[src/rtl/silife_pkg.sv]
// silife_pkg: shared grid constants and neighbour-count helper for the Life tile
package silife_pkg;

    localparam int ROWS       = 8;
    localparam int COLS       = 8;
    localparam int NEIGHBOURS = 8;

    // Population count of the eight neighbour bits (0..8).
    function automatic logic [3:0] count_alive(input logic [NEIGHBOURS-1:0] n);
        logic [3:0] cnt;
        cnt = 4'd0;
        for (int i = 0; i < NEIGHBOURS; i++) cnt = cnt + {3'b000, n[i]};
        return cnt;
    endfunction

endpackage

[src/rtl/silife_cell.sv]
// silife_cell: one Life cell with reset > revive > evolve > hold priority
//   clk, reset   clock and synchronous active-high clear
//   enable       advance one generation at this edge
//   revive       force the cell alive at this edge
//   neighbours   states of the eight surrounding cells
//   state        registered cell state
module silife_cell
    import silife_pkg::*;
(
    input  logic                  clk,
    input  logic                  reset,
    input  logic                  enable,
    input  logic                  revive,
    input  logic [NEIGHBOURS-1:0] neighbours,
    output logic                  state
);

    logic       state_q;
    logic       state_d;
    logic [3:0] cnt;
    logic       next_gen;

    assign cnt      = count_alive(neighbours);
    // B3/S23: birth on exactly 3, survival on 2 or 3.
    assign next_gen = (cnt == 4'd3) | (state_q & (cnt == 4'd2));

    always_comb begin
        state_d = reset  ? 1'b0 :
                  revive ? 1'b1 :
                  enable ? next_gen : state_q;
    end

    always_ff @(posedge clk) begin
        state_q <= state_d;
    end

    assign state = state_q;

endmodule

[src/rtl/silife_matrix_8x8.sv]
// silife_matrix_8x8: tileable 8x8 Game of Life block, one generation per enabled cycle
//   clk, reset          clock and synchronous active-high clear of all cells
//   enable              advance one generation
//   row_select          row addressed by set_cells and cells
//   set_cells           per-column force-alive for the selected row
//   cells               current state of the selected row
//   i_nw/i_ne/i_sw/i_se diagonal corner neighbours from adjacent tiles
//   i_n/i_s/i_w/i_e     edge neighbours from adjacent tiles
module silife_matrix_8x8
    import silife_pkg::*;
(
    input  logic       clk,
    input  logic       reset,
    input  logic       enable,
    input  logic [2:0] row_select,
    input  logic [7:0] set_cells,
    output logic [7:0] cells,
    input  logic       i_nw,
    input  logic       i_ne,
    input  logic       i_sw,
    input  logic       i_se,
    input  logic [7:0] i_n,
    input  logic [7:0] i_s,
    input  logic [7:0] i_w,
    input  logic [7:0] i_e
);

    logic [ROWS*COLS-1:0] cell_values;

    // Padded 10x10 view: ext[row][col], tile cell (r,c) sits at ext[r+1][c+1],
    // the ring around it carries the neighbouring tiles' edge states.
    logic [COLS+1:0] ext [ROWS+2];

    assign ext[0]      = {i_ne, i_n, i_nw};
    assign ext[ROWS+1] = {i_se, i_s, i_sw};

    genvar r, c;
    generate
        for (r = 0; r < ROWS; r++) begin : g_row
            assign ext[r+1] = {i_e[r], cell_values[r*COLS +: COLS], i_w[r]};
            for (c = 0; c < COLS; c++) begin : g_col
                silife_cell u_cell (
                    .clk        (clk),
                    .reset      (reset),
                    .enable     (enable),
                    .revive     (set_cells[c] && (row_select == 3'(r))),
                    .neighbours ({ext[r][c+2:c], ext[r+1][c+2], ext[r+1][c], ext[r+2][c+2:c]}),
                    .state      (cell_values[r*COLS+c])
                );
            end
        end
    endgenerate

    assign cells = cell_values[{row_select, 3'b000} +: 8];

endmodule

[config.mk]
export PLATFORM = sky130hd
export DESIGN_NAME = silife_matrix_8x8
export DESIGN_NICKNAME = d
export VERILOG_FILES = /design/src/rtl/silife_pkg.sv /design/src/rtl/silife_cell.sv /design/src/rtl/silife_matrix_8x8.sv
export SDC_FILE = /design/constraint.sdc
export NUM_CORES = 1
export LEC_CHECK = 0
export CORE_UTILIZATION = 30
export DETAILED_ROUTE_END_ITERATION = 6
export DONT_BUFFER_PORTS = 1
export PLACE_DENSITY_LB_ADDON = 0.12
export SYNTH_ARGS = -nofsm -noshare
export SYNTH_HDL_FRONTEND = slang
export SYNTH_SLANG_ARGS = --single-unit
[constraint.sdc]
create_clock -name clk -period 5.35 [get_ports clk]
set_clock_uncertainty 0.1 [all_clocks]
set_input_delay 1.07 -clock clk [delete_from_list [all_inputs] [get_ports clk]]
set_output_delay 1.07 -clock clk [all_outputs]
set_load 0.005 [all_outputs]
* Yosys cells after proc, flatten, opt, wreduce, memory -nomap -nowiden
Cells that the tools add are included.
** Storage, ports and cells
- Flip-flop bits (word level) :: 64
- Latch bits :: 0
- Memory bits (writable) :: 0
- Bits in read-only memories :: 0
- Input port bits :: 50
- Output and inout bits :: 8
- Word-level logic and storage cells :: 1033
- Memories :: 0
** Cells by class
- Add/subtract/negate cells :: 448
- Multipliers :: 0
- Divide/modulo/power cells :: 0
- Magnitude comparators :: 0
- Equality and inequality tests :: 135
- Shift-type cells :: 1
- Multiplexer cells :: 128
- Bitwise gates (word level) :: 128
- Reduce and logical (&&, ||, !) cells :: 129
** Operators by type and width (number)
- 4-bit by 1-bit adder with 4-bit output :: 384
- 4-bit by 2-bit equality test with 1-bit output, second input constant :: 128
- 1-bit by 1-bit adder with 2-bit output :: 64
- 1-bit 2-to-1 mux :: 128
- 2-bit nonzero test :: 64
- 1-bit AND :: 64
- 1-bit logical AND :: 64
- 1-bit OR :: 64
- 64-bit by 7-bit indexed part select with 8-bit output :: 1
- 3-bit equality test, second input constant :: 4
- 3-bit by 2-bit equality test with 1-bit output, second input constant :: 2
- 3-bit by 1-bit equality test with 1-bit output, second input constant :: 1
- 3-bit zero test :: 1

* Longest topological paths before layout
Gate-level depths: netlist (run 1).
- Depth in word-level cells :: 12
- Gate-level depth with buffers :: 12

* Hierarchy
From an unflattened synthesis (run 1), not the netlist that was laid out.
** Unflattened totals
- Cells, all modules :: 1983
- Area total of the unflattened synthesis :: 15871.5 µm²
** By module, submodules not included
- silife_cell at g_row[0].g_col[0].u_cell ... :: times used 45, cells an instance 29, area each 230.2 µm²
- silife_cell at g_row[4].g_col[1].u_cell ... :: times used 19, cells an instance 28, area each 234.0 µm²
- silife_matrix_8x8 :: times used 1, cells an instance 146, area each 1066.0 µm²

* Worst setup path before layout (run 1)
Ideal clock, no wire load.
- Path type :: input port to flip-flop
- Start :: in i_s[4]
- End :: reg g_row[7].g_col[5].u_cell.state_q
- Library setup time :: 0.074 ns
- Data arrival time :: 3.802 ns
- Setup slack :: 1.373 ns
- Stages on the path :: 10
- Buffers on the path :: 0
- Cell sequence :: ha_1 -> inv_1 -> fa_1 -> fa_1 -> inv_1 -> fa_1 -> inv_1 -> fa_1 -> or4_1 -> a31oi_1
** Between the ends
- Longest elaborated chain between the ends :: 12
** Ends and longest elaborated chain
- start: declaration :: line silife_matrix_8x8.sv:23 : input logic [7:0] i_s,
- 1-bit by 1-bit adder with 2-bit output * :: line silife_pkg.sv:12 : for (int i = 0; i < NEIGHBOURS; i++) cnt = cnt + {3'b000, n[i]};
- 4-bit by 1-bit adder with 4-bit output * (6 in a row) :: line silife_pkg.sv:12
- 4-bit by 2-bit equality test with 1-bit output :: line silife_cell.sv:25 : assign next_gen = (cnt == 4'd3) | (state_q & (cnt == 4'd2));
- 1-bit AND :: line silife_cell.sv:25
- 1-bit OR * :: line silife_cell.sv:25
- 1-bit 2-to-1 mux * :: line silife_cell.sv:30 : enable ? next_gen : state_q;
- 1-bit 2-to-1 mux * :: line silife_cell.sv:29 : revive ? 1'b1 :
- end signal: assignment :: line silife_cell.sv:34 : state_q <= state_d;
- end: declaration :: line silife_cell.sv:18 : logic state_q;
Mark *: on every way between the ends. The rest lies on a longest branch, timed or not. The select of a mux whose other input is x is not followed.
A chain may end at the register's enable or synchronous reset.

* Worst setup path after layout (run 1)
- Start :: reg g_row[4].g_col[1].u_cell.state_q
- End :: reg g_row[5].g_col[2].u_cell.state_q
** Between the ends
- Longest elaborated chain between the ends :: 8
** Ends and longest elaborated chain (line)
- start: declaration :: silife_cell.sv:18
- start signal: assignment :: silife_cell.sv:34
- 4-bit by 1-bit adder with 4-bit output * (3 in a row) :: silife_pkg.sv:12
- 4-bit by 2-bit equality test with 1-bit output :: silife_cell.sv:25
- 1-bit AND :: silife_cell.sv:25
- 1-bit OR * :: silife_cell.sv:25
- 1-bit 2-to-1 mux * :: silife_cell.sv:30
- 1-bit 2-to-1 mux * :: silife_cell.sv:29
- end signal: assignment :: silife_cell.sv:34
- end: declaration :: silife_cell.sv:18
Marked as above.

==> key figures, run 1 <==
CTS
  – Clk Latency, worst-skew pair: 350 ps
  – H-tree depth: 3
  – Cts hold-fix bufs: 0
  – Post-cts repair resize count: 0
  – Clock sink count: 64
  – Clk slew on worst S/H paths: 60 ps
  – Clock Tree Root: clkbuf_16
  – TritonCTS Buffers: 9
  – CTS tree: built
  – Setup bufs post-CTS: 0
  – CTS max path bufs: 2

Setup path
  – CP max FO: 9
  – Most frequent cell on the critical path: fa_1
  – Crit path buf inv count: 3
  – Reg2Reg Depth: 11
  – R2R Setup Slk: 1560 ps
  – Critical Path Source: g_row[4].g_col[1].u_cell.state$_SDFFE_PP0P_
  – Critical path cell sequence: inv_1 -> fa_1 -> fa_1 -> inv_1 -> fa_1 -> inv_1 -> fa_1 -> a211oi_1 -> mux2i_1 -> or4_1 -> a21oi_1
  – Crit. End Element: flop
  – Cell family with most CP delay: adder cells
  – Worst path max stage delay: 660 ps
  – CP Capture Point: g_row[5].g_col[2].u_cell.state$_SDFFE_PP0P_
  – Capturing point of the worst reg2reg path: g_row[5].g_col[2].u_cell.state$_SDFFE_PP0P_
  – WP depth: 11
  – Critical Path RT: 5540 ps
  – Critical-path top delay cell: dfxtp_1
  – Worst path arrival time: 3980 ps
  – Reg-to-reg critical path startpoint: g_row[4].g_col[1].u_cell.state$_SDFFE_PP0P_
  – Critical path class: reg -> reg
  – Setup crit start kind: flop

Finish
  – Max reg flops: 64
  – Layout area overhead: 5.96%
  – Post-route core utilization: 32.2%
  – Sequential cell area: 1280 um^2
  – Post-route design area: 15000 um^2
  – Layout fillers: 4934
  – Share of cells above drive strength 1: 2.50%
  – N_diodes: 0
  – Area occupied by multi-input gates: 10800 um^2
  – Final net count: 1976

Detailed routing
  – Drt total wl: 36600 um
  – Post-DR vias/cell: 4.74
  – Residual DRC: 0
  – Post-route ant nets: 0
  – First-pass DRT Iterations: 6
  – WL per Instance: 17.5 um
  – DRT iter0 DRCs: 358
  – Via count: 9896

Synth
  – Top cells by count, synth: inv_1, fa_1, ha_1
  – Ys async rst share: 0%
  – Yosys cell types: 28
  – Yosys top cell area share: 36.3%
  – EDFF count, synth: 0
  – Yosys warnings: 0
  – Post-synth top area cell: fa_1
  – Net Count, Synth: 2000
  – Post-synthesis average cell area: 9.39 um^2
  – Synth area leaders: fa_1, ha_1, inv_1, dfxtp_1, a211oi_1
  – Cell area after synthesis: 14100 um^2
  – Dominant synthesized flop cell: dfxtp_1
  – Seq cells post-synth: 64
  – Post-Syn Instances: 1502
  – Seq/Total Area, Yosys: 9.08%
  – Most frequent cell after synthesis: inv_1

Outcome
  – Status: completed

GRT
  – Vias in the first global route: 10700
  – Largest net degree at the start of global routing: 78
  – Initial antenna violation count: 0
  – Gr usage total: 16.3%
  – First-pass GRT wire length: 59100 um
  – Aggregate global routing overflow: 0

Hold path
  – Worst hold path type: reg -> reg

Placement
  – Dpl ws: 1240 ps
  – Dpl cell area: 14700 um^2
  – Gpl congestion: 0.779
  – Port buffer count: 0
  – Post-DP HPWL: 28600 um

Floorplanning
  – Rows: 79
  – Effective utilization at floorplan: 30.4%
  – Die area: 47900 um^2
  – Top-Level Pins: 58
  – Core ar.: 46500 um^2
  – Die height: 219 um
  – Die Width: 219 um

Power
  – Worst vdd ir: 0.000161 V
  – Final Power: 0.00547 W
  – Cell area power density: 366 nW/um^2
  – Leakage: 7.12 nW

Timing
  – Endpoints failing setup: 0
  – Rel. slew slack: 31.9%
  – Worst slew pin tran: 1020 ps
  – Unrepaired setup endpoints after global routing: false
  – Final setup margin: 1560 ps
  – Min cycle time layout: 3790 ps
  – Tcrit/Tclk final: 70.8%
  – Final hold viol count: 0
  – Max Clk Rate: 264 MHz
  – Final TNS setup: 0 ps
  – Final Slew Violations: 0

Flow run
  – # Max-Cap Violations: 0
area by class of cell:
cell class,instances,area share [%]
Inverter,496,12.5
Tap cell,607,5.08
Clock buffer,15,1.79
Timing Repair Buffer,1,0.0502
Multi-Input combinational cell,906,72.0
Sequential cell,64,8.57
cell families (layout without fill, tap and decap cells):
family	Yosys count	in the layout	share of synthesized area [%]
compound gates	222	222	10.8
fa+ha+maj	448	448	53.3
flops	64	64	9.08
simple gates	187	187	7.12
buf+inv	532	512	14.6
mux	49	49	5.02
metrics by stage:
stage | instances | hold WS, ps
6_report | 2089 | 484
5_1_grt | 2089 | 525
4_1_cts | 2089 | 491
3_5_place_dp | 2074 | 483
3_3_place_gp | 2074 | 478
2_1_floorplan | 1502 | 410
cells in the final DEF (no fill, tap or decap), types with 4 or more instances in the layout:
cell type,count
a211oi_1,55
a21oi_1,70
a22oi_1,30
a31oi_1,20
a32oi_1,32
clkbuf_1,4
clkbuf_16,9
dfxtp_1,64
fa_1,256
ha_1,192
inv_1,495
mux2_2,8
mux2i_1,25
mux4_2,14
nand2_1,24
nor2_1,68
nor2b_1,36
nor3b_1,4
o221ai_1,15
or4_1,49
report_power, final:
group	leakage [nW]	internal, W	switching (W)
registers	0.522	0.000603	0.000320
logic	6.47	0.00173	0.00221
clock network	0.130	0.000339	0.000261
tightest hold or removal path, delay by kind of cell (launching register included):
kind             cells  cell delay (ps)
flip-flops           1              380
AND/OR/NAND/NOR      1               90
AO/OA/AOI/OAI        1               70
worst min-delay path by stage:
stage                                                startpoint                                           to  slack (ps)  cells past startpoint
finish              g_row[7].g_col[6].u_cell.state$_SDFFE_PP0P_  g_row[7].g_col[6].u_cell.state$_SDFFE_PP0P_         480                      2
CTS                 g_row[7].g_col[6].u_cell.state$_SDFFE_PP0P_  g_row[7].g_col[6].u_cell.state$_SDFFE_PP0P_         490                      2
global route        g_row[7].g_col[5].u_cell.state$_SDFFE_PP0P_  g_row[7].g_col[5].u_cell.state$_SDFFE_PP0P_         520                      2
global placement    g_row[7].g_col[5].u_cell.state$_SDFFE_PP0P_  g_row[7].g_col[5].u_cell.state$_SDFFE_PP0P_         480                      2
floorplan           g_row[7].g_col[5].u_cell.state$_SDFFE_PP0P_  g_row[7].g_col[5].u_cell.state$_SDFFE_PP0P_         410                      2
detailed placement  g_row[7].g_col[6].u_cell.state$_SDFFE_PP0P_  g_row[7].g_col[6].u_cell.state$_SDFFE_PP0P_         480                      2
layer usage:
layer,vias up,GRT usage [%],routed length (um)
met5,-,0,0
met3,23,2.27,1110
met1,5029,19.9,16000
met2,92,29.8,18900
met4,0,3.82,540
li1,4752,-,-
No activity file was read; power rests on OpenSTA's default activity.
==> inputs of run 2 (changes only) <==
clock period = 3.8 ns   (was 5.35 ns; I/O delays follow)
==> run 2 against run 1 <==
Against the previous run: clock-buffer cell count shrank 1; cell count up 3.0%; design area rose by 3.4%; via count rose by 1.9%; routed wire length grew 0.52%.
==> key figures, run 2 (synthesized netlist as in run 1, its figures left out) <==
Outcome
  – Status: completed

CTS
  – CTS tree: built
  – CTS max path bufs: 2
  – H-tree depth: 3
  – Clk slew on worst S/H paths: 60 ps
  – Cts hold-fix bufs: 0
  – Clock Tree Root: clkbuf_16
  – TritonCTS Buffers: 9
  – Setup bufs post-CTS: 0
  – Clk Latency, worst-skew pair: 350 ps
  – Clock sink count: 64

Power
  – Leakage: 7.46 nW
  – Worst vdd ir: 0.000276 V
  – Final Power: 0.00790 W
  – Cell area power density: 511 nW/um^2

Timing
  – Worst slew pin tran: 978 ps
  – Endpoints failing setup: 0
  – Max Clk Rate: 277 MHz
  – Final hold viol count: 0
  – Tcrit/Tclk final: 94.9%
  – Min cycle time layout: 3610 ps
  – Unrepaired setup endpoints after global routing: false
  – Final TNS setup: 0 ps
  – Rel. slew slack: 34.5%
  – Final Slew Violations: 0

Setup path
  – Critical Path RT: 3990 ps
  – Crit. End Element: flop
  – Reg2Reg Depth: 10
  – Worst path arrival time: 3790 ps
  – Setup crit start kind: flop
  – Critical path class: reg -> reg
  – Reg-to-reg critical path startpoint: g_row[1].g_col[5].u_cell.state$_SDFFE_PP0P_
  – Capturing point of the worst reg2reg path: g_row[0].g_col[6].u_cell.state$_SDFFE_PP0P_
  – CP Capture Point: g_row[0].g_col[6].u_cell.state$_SDFFE_PP0P_
  – Critical Path Source: g_row[1].g_col[5].u_cell.state$_SDFFE_PP0P_
  – CP max FO: 8
  – R2R Setup Slk: 190 ps

Floorplanning
  – Die Width: 219 um
  – Core ar.: 46500 um^2
  – Top-Level Pins: 58
  – Die area: 47900 um^2
  – Rows: 79
  – Effective utilization at floorplan: 30.4%
  – Die height: 219 um

Finish
  – N_diodes: 0
  – Commonest non-fill, non-tap cell in the layout: inv_1
  – Final net count: 2037
  – Most frequent cells in the layout: inv_1, fa_1, ha_1, a21oi_1, nor2_1
  – Layout area overhead: 9.57%
  – Share of cells above drive strength 1: 6.87%
  – Layout fillers: 4892
  – Max reg flops: 64

Detailed routing
  – Drt total wl: 36800 um
  – Residual DRC: 0
  – WL per Instance: 17.1 um
  – DRT iter0 DRCs: 376
  – First-pass DRT Iterations: 6
  – Via count: 10100
  – Post-route ant nets: 0
  – Post-DR vias/cell: 4.69

GRT
  – Largest net degree at the start of global routing: 65
  – Gr usage total: 16.4%
  – Initial antenna violation count: 0
  – Vias in the first global route: 10700
  – Aggregate global routing overflow: 0
  – First-pass GRT wire length: 59600 um

Placement
  – Post-DP HPWL: 29800 um
  – Port buffer count: 0
  – Gpl congestion: 0.788

Hold path
  – Worst hold path type: in -> reg

Flow run
  – # Max-Cap Violations: 0
==> run 2: changes by cell type in the layout (fill, tap and decap cells not counted), moves of 2 or more <==
cell	previous run	this run
buf_4	1	61
clkbuf_1	4	0
clkbuf_8	2	5
clkinv_2	0	2
dfxtp_1	64	60
dfxtp_2	0	4
==> run 2: layer usage <==
metal  part of all wire, %  vias to the layer above  global-route usage [%]
li1                      -                     4885                       -
met1                    44                     5067                    20.7
met2                    52                      106                    29.3
met3                   2.9                       29                    2.29
met4                   1.3                        0                    3.52
met5                     0                        -                       0
==> run 2: repair_timing <==
action,in CTS,in global routing
hold endpoints to repair,0,0
resized for setup,0,4
setup endpoints to repair,0,3
==> run 2: cell type report <==
class / count / area, um^2 / share of cell area [%]
multi-input cells: 906 / 10800 / 69.7
inverters: 496 / 1860 / 12.1
flip-flops and latches: 64 / 1290 / 8.32
well taps: 607 / 759 / 4.91
repair buffers: 62 / 478 / 3.09
clock buffers: 14 / 294 / 1.90
clock inverters: 2 / 10.0 / 0.0647
==> run 2: power breakdown <==
part / switching, W / internal, W / leakage (nW) / total (W)
sequential: 0.000328 / 0.000850 / 0.523 / 0.00118
combinational: 0.00325 / 0.00256 / 6.78 / 0.00581
clock: 0.000380 / 0.000531 / 0.155 / 0.000911
==> run 2: worst min-delay path by stage <==
stage          cells past startpoint                                     endpoint  slack, ps                                   startpoint
2_1_floorplan                      2  g_row[7].g_col[5].u_cell.state$_SDFFE_PP0P_        410  g_row[7].g_col[5].u_cell.state$_SDFFE_PP0P_
3_3_place_gp                       2  g_row[7].g_col[6].u_cell.state$_SDFFE_PP0P_        480  g_row[7].g_col[6].u_cell.state$_SDFFE_PP0P_
3_5_place_dp                       2  g_row[7].g_col[6].u_cell.state$_SDFFE_PP0P_        470  g_row[7].g_col[6].u_cell.state$_SDFFE_PP0P_
4_1_cts                            1  g_row[0].g_col[3].u_cell.state$_SDFFE_PP0P_        360                                        reset
5_1_grt                            1  g_row[0].g_col[5].u_cell.state$_SDFFE_PP0P_        370                                        reset
6_report                           1  g_row[0].g_col[3].u_cell.state$_SDFFE_PP0P_        390                                        reset
==> run 2: through the flow <==
| step | hold WS (ps) | instance area, um^2 | util [%] | setup WS [ps] | std cells |
|---|---|---|---|---|---|
| floorplan | 410 | 14100 | - | 133 | 1502 |
| global placement | 479 | 15200 | 32.6 | 67.2 | 2135 |
| detailed placement | 474 | 15200 | 32.6 | 12.7 | 2135 |
| CTS | 364 | 15500 | 33.3 | 146 | 2151 |
| global route | 373 | 15500 | 33.3 | 3.11 | 2151 |
| finish | 395 | 15500 | 33.3 | 194 | 2151 |
==> run 2: worst max-delay path: stages, from the launching register on <==
cell and delay [ps]:
dfxtp_1 580, ha_1 310, inv_1 60, fa_1 430
fa_1 490, inv_1 50, fa_1 390, inv_1 80
fa_1 400, or4_1 510, a21oi_1 140
